$ cat src/rtl/rnand_meta_pipe.sv
// rtl/rnand_meta_pipe.sv - multi-channel NAND/AND/NOR/XNOR array behind an elastic valid/ready pipeline
// Each channel's result is computed at acceptance; only {valid, mode, result} travels down the stages.
module rnand_meta_pipe #(
    parameter int width_p       = 8,
    parameter int els_p         = 4,
    parameter int stages_p      = 2,
    parameter int count_width_p = 16
) (
    input  logic                       clk_i,
    input  logic                       reset_i,
    input  logic                       v_i,
    output logic                       ready_o,
    input  logic [1:0]                 mode_i,
    input  logic [els_p-1:0]           en_i,
    input  logic [els_p*width_p-1:0]   data_a_i,
    input  logic [els_p*width_p-1:0]   data_b_i,
    output logic                       v_o,
    output logic [els_p*width_p-1:0]   data_o,
    output logic [1:0]                 mode_o,
    input  logic                       yumi_i,
    output logic [count_width_p-1:0]   count_o
);

    localparam int dw_lp = els_p * width_p;

    logic [dw_lp-1:0]                  w_res;
    logic [stages_p-1:0]               w_adv;
    logic                              w_accept;
    logic [stages_p-1:0]               r_valid;
    logic [stages_p-1:0][1:0]          r_mode;
    logic [stages_p-1:0][dw_lp-1:0]    r_data;
    logic [count_width_p-1:0]          r_count;

    always_comb begin
        w_res = '0;
        for (int k = 0; k < els_p; k++) begin
            if (en_i[k]) begin
                case (mode_i)
                    2'd0:    w_res[k*width_p +: width_p] = ~(data_a_i[k*width_p +: width_p] & data_b_i[k*width_p +: width_p]);
                    2'd1:    w_res[k*width_p +: width_p] =   data_a_i[k*width_p +: width_p] & data_b_i[k*width_p +: width_p];
                    2'd2:    w_res[k*width_p +: width_p] = ~(data_a_i[k*width_p +: width_p] | data_b_i[k*width_p +: width_p]);
                    default: w_res[k*width_p +: width_p] = ~(data_a_i[k*width_p +: width_p] ^ data_b_i[k*width_p +: width_p]);
                endcase
            end
        end
    end

    // A stage moves when some slot downstream of it is empty or the consumer is taking the head;
    // scanning from the output end avoids a combinational self-loop through the advance vector.
    always_comb begin
        logic v_free;
        w_adv  = '0;
        v_free = yumi_i;
        for (int i = stages_p - 1; i >= 0; i--) begin
            w_adv[i] = r_valid[i] & v_free;
            v_free   = v_free | ~r_valid[i];
        end
    end

    assign ready_o  = ~r_valid[0] | w_adv[0];
    assign w_accept = v_i & ready_o;

    always_ff @(posedge clk_i or posedge reset_i) begin
        if (reset_i) begin
            r_valid[0] <= 1'b0;
            r_mode[0]  <= 2'd0;
            r_data[0]  <= '0;
        end else if (w_accept) begin
            r_valid[0] <= 1'b1;
            r_mode[0]  <= mode_i;
            r_data[0]  <= w_res;
        end else if (w_adv[0]) begin
            r_valid[0] <= 1'b0;
        end
    end

    for (genvar i = 1; i < stages_p; i++) begin : g_stage
        always_ff @(posedge clk_i or posedge reset_i) begin
            if (reset_i) begin
                r_valid[i] <= 1'b0;
                r_mode[i]  <= 2'd0;
                r_data[i]  <= '0;
            end else if (w_adv[i-1]) begin
                r_valid[i] <= 1'b1;
                r_mode[i]  <= r_mode[i-1];
                r_data[i]  <= r_data[i-1];
            end else if (w_adv[i]) begin
                r_valid[i] <= 1'b0;
            end
        end
    end

    always_ff @(posedge clk_i or posedge reset_i) begin
        if (reset_i) begin
            r_count <= '0;
        end else if (yumi_i) begin
            r_count <= r_count + count_width_p'(1);
        end
    end

    assign v_o     = r_valid[stages_p-1];
    assign mode_o  = r_mode[stages_p-1];
    assign data_o  = r_data[stages_p-1];
    assign count_o = r_count;

endmodule

$ cat config.mk
export PLATFORM = sky130hd
export DESIGN_NAME = rnand_meta_pipe
export DESIGN_NICKNAME = d
export VERILOG_FILES = /design/src/rtl/rnand_meta_pipe.sv
export SDC_FILE = /design/constraint.sdc
export NUM_CORES = 1
export LEC_CHECK = 0
export ABC_AREA = 1
export CAP_MARGIN = 20
export CORE_ASPECT_RATIO = 2
export CORE_MARGIN = 2
export CORE_UTILIZATION = 56
export DETAILED_ROUTE_END_ITERATION = 10
export HOLD_SLACK_MARGIN = 0.05
export PLACE_DENSITY = 0.87
export SYNTH_ARGS = -nofsm -noshare
export SYNTH_HDL_FRONTEND = slang
export SYNTH_SLANG_ARGS = --single-unit
$ cat constraint.sdc
create_clock -name clk_i -period 6.3 [get_ports clk_i]
set_input_delay 1.89 -clock clk_i [delete_from_list [all_inputs] [get_ports clk_i]]
set_output_delay 1.89 -clock clk_i [all_outputs]
set_load 0.02 [all_outputs]
==> flow_summary_export.csv, run 1 <==
group,metric,value,unit
outcome,status,"finished clean",
flow_run,maxCapViolCount,0,
clocking,cts_buffers,9,
route,top_layer,"met4",
clocking,cts_buffer_depth,2,
min_path,hold_path.class,"reg2reg",
setup_path,cp_slowest_stage_delay,600,ps
timing,clock.fmax,193.3,MHz
route,num_vias,5037,
floorplan,coreArea,10080,um^2
grt,grt_pass1_wl,21940,um
grt,grt_pass1_vias,5060,
setup_path,setup.worst_path.class,"in2out",
placed_design,placed_cell_area,6764,um^2
floorplan,ioPinCount,126,
pwr,pwr_density_cell,267.5,nW/um^2
route,routed_wl,12860,um
synthesis,synth-seq-cells,86,
synthesis,synth_edf_count,0,
synthesis,syn_nets,905,
synthesis,syn_avg_cell_area,7.568,um^2
setup_path,crit_fanout,6,
grt,grt-ovfl-total,0,
synthesis,yosysTopAreaCell,"dfrtp_1",
route,route.met3.wl,549,um
route,first_pass_iters,5,
placed_design,dp_hpwl,9714,um
route,viasPerCell,5.150,
layout,fin_area,7123,um^2
timing,rsz0062_at_grt,"false",
setup_path,critPathArrivalTime,3280,ps
clocking,cts-htree-levels,3,
placed_design,gp_congestion,0.8683,
synthesis,netlist_top_cells_count,"nand2_1 (232), inv_1 (104), dfrtp_1 (86), ha_1 (65), o21ai_0 (60)",
timing,setup_tns,0,ps
layout,multiInputGateArea,2778,um^2
layout,seqCellArea,2152,um^2
setup_path,slowest_stage,"clkdlybuf4s50_1",
synthesis,synth.area.top_cells,"dfrtp_1 (37%), nand2_1 (15%), ha_1 (14%)",
synthesis,synth_cell_types,24,
timing,tightest_slew,992.8,ps
route,avgRoutedWirePerCell,13.15,um
floorplan,start_util,0.5748,
placed_design,io_buffers,125,
timing,final_max_slew_viol_count,0,
clocking,clkSinkCount,86,
layout,syn2layout_area_growth,22.88,%
synthesis,synthFlopType,"dfrtp_1",
timing,setup_viol,0,
clocking,cts_hold_buffers,0,
route,route.met2.wl,6878,um
timing,finalCritPeriodShare,0.8211,
timing,clock_skew,6.732,ps
route,drtAntennaViolNets,0,
synthesis,ys_async_sr_fraction,1.000,
clocking,path_clk_slew,60,ps
pwr,p_leak,3.641,nW
setup_path,worstPathCellList,"clkdlybuf4s50_1, inv_2, nand3_2, clkdlybuf4s50_1",
floorplan,rows,52,
clocking,cts_tree,"yes",
timing,finalHoldViolations,0,
route,wl_met1,4892,um
synthesis,syn-cell-area,5797,um^2
layout,num_antenna_cells,0,
layout,n_fill_cell,806,
setup_path,crit_path_frequent_cell,"clkdlybuf4s50_1",
layout,drive_above_1_share,0.04033,
clocking,root_buffer,"clkbuf_16",
clocking,cts_setup_buffers,0,
pwr,peakVddDrop,195.8,uV
synthesis,synth_cells,766,
synthesis,synth_most_common_cell,"nand2_1",
layout,nets,977,
synthesis,ys_warn_count,0,
timing,period_needed,5173,ps
floorplan,die_y,147.9,um
grt,grt_max_degree,63,
grt,grt_usage,0.2360,
route,drcViolationCount,0,
grt,antenna_found_initial,0,
clocking,clock_latency,330,ps
setup_path,crit_required,4410,ps
floorplan,die_w,75.94,um
setup_path,end_kind,"output pin",
timing,max_slew_margin,0.3374,
route,drt_iter0_drc,335,
setup_path,cp-start-kind,"input port",
synthesis,synth-seq-area-share,0.3712,
synthesis,yosysTopAreaCellShare,0.3712,
floorplan,dieArea,11230,um^2
clocking,post_cts_resized,0,
[metal layers]
layer,GRT usage,up-vias
met3,0.02198,31
met2,0.4299,177
li1,-,2505
met5,0,-
met1,0.2651,2324
met4,0.1409,0
[path summary, 6_finish.rpt]
path | startpoint | end | slack [ps] | cells past startpoint
hold / removal | r_mode[0]$_DFFE_PP0P_ | mode_o[0]$_DFFE_PP0P_ | 470 | 2
setup / recovery | yumi_i | ready_o | 1130 | 4
max in group asynchronous | reset_i | r_data[16]$_DFFE_PP0P_ | 3620 | 4
min in group asynchronous | reset_i | data_o[1]$_DFFE_PP0P_ | 1760 | 2
hold reg to reg | r_mode[0]$_DFFE_PP0P_ | mode_o[0]$_DFFE_PP0P_ | 470 | 2
setup reg to reg | r_valid[0]$_DFFE_PP0P_ | r_data[11]$_DFFE_PP0P_ | 4370 | 5
[where the power goes]
part	internal (W)	switching [W]
combinational	0.000265	0.000329
sequential	0.000658	0.0000817
clock	0.000361	0.000211
[metrics by stage]
stage | worst slack [ps] | hold WS, ps | utilization | instances | total power, W
5_1_grt | 1054 | 482.9 | 0.7063 | 978 | 0.002017
4_1_cts | 1116 | 460.9 | 0.7036 | 977 | 0.001917
2_1_floorplan | 2188 | 442.2 | - | 766 | 0.001138
6_report | 1127 | 465.7 | 0.7063 | 978 | 0.001905
3_5_place_dp | 1123 | 450.7 | 0.6707 | 961 | 0.001340
3_3_place_gp | 1182 | 453.3 | 0.6707 | 961 | 0.001313
[state kept, by name (all words and copies together), names as in the netlist]
signal,count
data_o,32
mode_o,2
v_o,1
r_mode,2
r_data,32
count_o,16
r_valid,1
[kinds of logic (layout without fill, tap and decap cells)]
| group | count (synthesis) | in the layout | share of synthesized area |
|---|---|---|---|
| adder cells (fa/ha/maj) | 65 | 65 | 0.1403 |
| buffers and inverters | 175 | 252 | 0.1496 |
| AO/OA/AOI/OAI | 81 | 81 | 0.06993 |
| flip-flops | 86 | 86 | 0.3712 |
| AND/OR/NAND/NOR | 349 | 349 | 0.2538 |
| XOR/XNOR | 10 | 10 | 0.01511 |
[area by class of cell]
cell class,count,share of cell area
Sequential cell,86,0.3021
Clock inverter,6,0.01300
Clock buffer,10,0.03355
Inverter,108,0.05744
Tap cell,135,0.02371
Multi-Input combinational cell,505,0.3900
Timing Repair Buffer,128,0.1802
[worst max-delay path: cells and delay by family]
family	cells	cell delay, ps
buffers and inverters	3	1290
and+or+nand+nor	1	90
[cells in the final DEF, fill, tap and decap left out, types with 6 or more instances in the layout]
cell type	n
nand2_1	232
clkdlybuf4s50_1	123
inv_1	103
dfrtp_1	86
ha_1	65
o21ai_0	60
nand3_1	42
nor2_1	37
nor3_1	23
o21ai_1	19
clkbuf_16	9
xor2_1	8
nand4_1	6
Note: power is estimated with default switching activity, not from simulation.
==> run 2: changes to the inputs <==
--- a/config.mk
+++ b/config.mk
@@ -9,10 +9,10 @@
 export CAP_MARGIN = 20
 export CORE_ASPECT_RATIO = 2
 export CORE_MARGIN = 2
-export CORE_UTILIZATION = 56
+export CORE_UTILIZATION = 47
 export DETAILED_ROUTE_END_ITERATION = 10
 export HOLD_SLACK_MARGIN = 0.05
-export PLACE_DENSITY = 0.87
+export PLACE_DENSITY = 0.78
 export SYNTH_ARGS = -nofsm -noshare
 export SYNTH_HDL_FRONTEND = slang
 export SYNTH_SLANG_ARGS = --single-unit
==> constraint.sdc (replaced) <==
create_clock -name clk_i -period 4.5 [get_ports clk_i]
set_input_delay 1.35 -clock clk_i [delete_from_list [all_inputs] [get_ports clk_i]]
set_output_delay 1.35 -clock clk_i [all_outputs]
set_load 0.02 [all_outputs]
==> flow_summary_export.csv, run 2 (same netlist as run 1, synthesis figures left out) <==
group,metric,value,unit
floorplan,coreArea,12120,um^2
grt,antenna_found_initial,1,
clocking,path_clk_slew,60,ps
route,first_pass_iters,4,
setup_path,end_kind,"output pin",
floorplan,rows,57,
setup_path,ff2ff_path_depth,5,
layout,final_cell_mix,"nand2_1 (232), clkdlybuf4s50_1 (123), inv_1 (103), dfrtp_1 (86), ha_1 (65)",
clocking,cts_buffer_depth,2,
route,drt_iter0_drc,212,
placed_design,io_buffers,125,
clocking,cts_hold_buffers,0,
timing,clock_skew,10.67,ps
min_path,hold_path_depth,2,
floorplan,die_w,82.53,um
setup_path,cp_slowest_stage_delay,600,ps
setup_path,critPathArrivalTime,2720,ps
placed_design,placedCellCount,978,
route,drcViolationCount,0,
layout,utilization,0.5874,
flow_run,maxCapViolCount,0,
clocking,root_buffer,"clkbuf_16",
grt,grt_pass1_wl,20650,um
layout,drive_above_1_share,0.04250,
floorplan,ioPinCount,126,
floorplan,start_util,0.4781,
floorplan,die_y,161.1,um
setup_path,cp-startpoint,"yumi_i",
setup_path,slowest_stage,"clkdlybuf4s50_1",
layout,final_cells,995,
timing,finalCritPeriodShare,0.9036,
route,avgRoutedWirePerCell,12.56,um
setup_path,worst-r2r-setup-slack,2870,ps
placed_design,dp_hpwl,9555,um
timing,tightest_slew,540.1,ps
route,num_vias,4816,
outcome,status,"finished clean",
layout,n_fill_cell,1130,
grt,grt_pass1_vias,4535,
timing,clock.fmax,245.9,MHz
clocking,post_cts_resized,0,
route,routed_wl,12500,um
pwr,p_leak,3.642,nW
grt,grt_usage,0.1968,
clocking,cts_setup_buffers,0,
route,viasPerCell,4.840,
layout,nets,981,
setup_path,cp-start-kind,"input port",
timing,max_slew_margin,0.6399,
min_path,min_from,"r_data[18]$_DFFE_PP0P_",
clocking,cts-htree-levels,3,
timing,rsz0062_at_grt,"false",
floorplan,dieArea,13290,um^2
route,drtAntennaViolNets,0,
pwr,pwr_density_cell,364.3,nW/um^2
grt,grt-ovfl-total,0,
setup_path,crit_fanout,6,
timing,setup_viol,0,
min_path,hold_path.class,"reg2reg",
timing,period_needed,4066,ps
placed_design,gp_congestion,0.8243,
setup_path,worstPathCellList,"clkdlybuf4s50_1, inv_2, nand3_2, clkdlybuf4s50_1",
layout,syn2layout_area_growth,22.86,%
grt,grt_max_degree,41,
min_path,min_to,"data_o[18]$_DFFE_PP0P_",
timing,setup_tns,0,ps
clocking,cts_buffers,9,
setup_path,r2r_start,"v_o$_DFFE_PP0P_",
clocking,clock_latency,340,ps
setup_path,crit_required,3150,ps
pwr,peakVddDrop,261.3,uV
clocking,cts_tree,"yes",
layout,final_common_cell,"nand2_1",
timing,final_max_slew_viol_count,0,
setup_path,crit_path_frequent_cell,"clkdlybuf4s50_1",
timing,finalHoldViolations,0,
setup_path,r2r_end,"r_data[10]$_DFFE_PP0P_",
setup_path,setup.worst_path.class,"in2out",
clocking,clkSinkCount,86,
==> run 2: metal layers <==
metal / track usage / wire (um)
met1: 0.2243 / 4900
met2: 0.3570 / 6736
met3: 0.03017 / 554
met4: 0.07228 / 308
met5: 0 / 0
==> run 2: area by class of cell <==
| class | instances | area, um^2 | area share |
|---|---|---|---|
| Timing Repair Buffer | 132 | 1294 | 0.1817 |
| Clock buffer | 13 | 260.3 | 0.03654 |
| Inverter | 108 | 409.1 | 0.05745 |
| Multi-Input combinational cell | 505 | 2778 | 0.3900 |
| Antenna cell | 1 | 2.502 | 0.0003514 |
| Tap cell | 147 | 183.9 | 0.02583 |
| Clock inverter | 3 | 42.54 | 0.005973 |
| Sequential cell | 86 | 2152 | 0.3022 |
==> run 2: how the worst max path moves through the flow <==
stage	endpoint	slack, ps	cells past startpoint
CTS	ready_o	430	4
floorplan	count_o[0]$_DFFE_PP0P_	930	1
global placement	ready_o	470	4
finish	ready_o	430	4
global route	ready_o	380	4
detailed placement	ready_o	450	4
==> run 2: worst max-delay path: cells and delay by family <==
kind | cells | cell delay [ps]
buffers and inverters | 3 | 1270
AND/OR/NAND/NOR | 1 | 90
==> run 2: report_power, final <==
group | switching [W] | internal [W]
Sequential | 0.000105 | 0.000921
Combinational | 0.000453 | 0.000371
Clock | 0.000284 | 0.000460
Total | 0.000842 | 0.00175
==> run 2: per-stage QoR <==
step / power, W / hold slack [ps] / cell area [um^2] / setup WS [ps]
6_report: 0.002595 / 469.2 / 7122 / 433.8
5_1_grt: 0.002753 / 489.6 / 7122 / 375.1
4_1_cts: 0.002626 / 471.5 / 7119 / 430.9
3_5_place_dp: 0.001873 / 463.1 / 6817 / 445.7
3_3_place_gp: 0.001851 / 451.0 / 6817 / 468.3
2_1_floorplan: 0.001593 / 442.2 / 5797 / 928.2
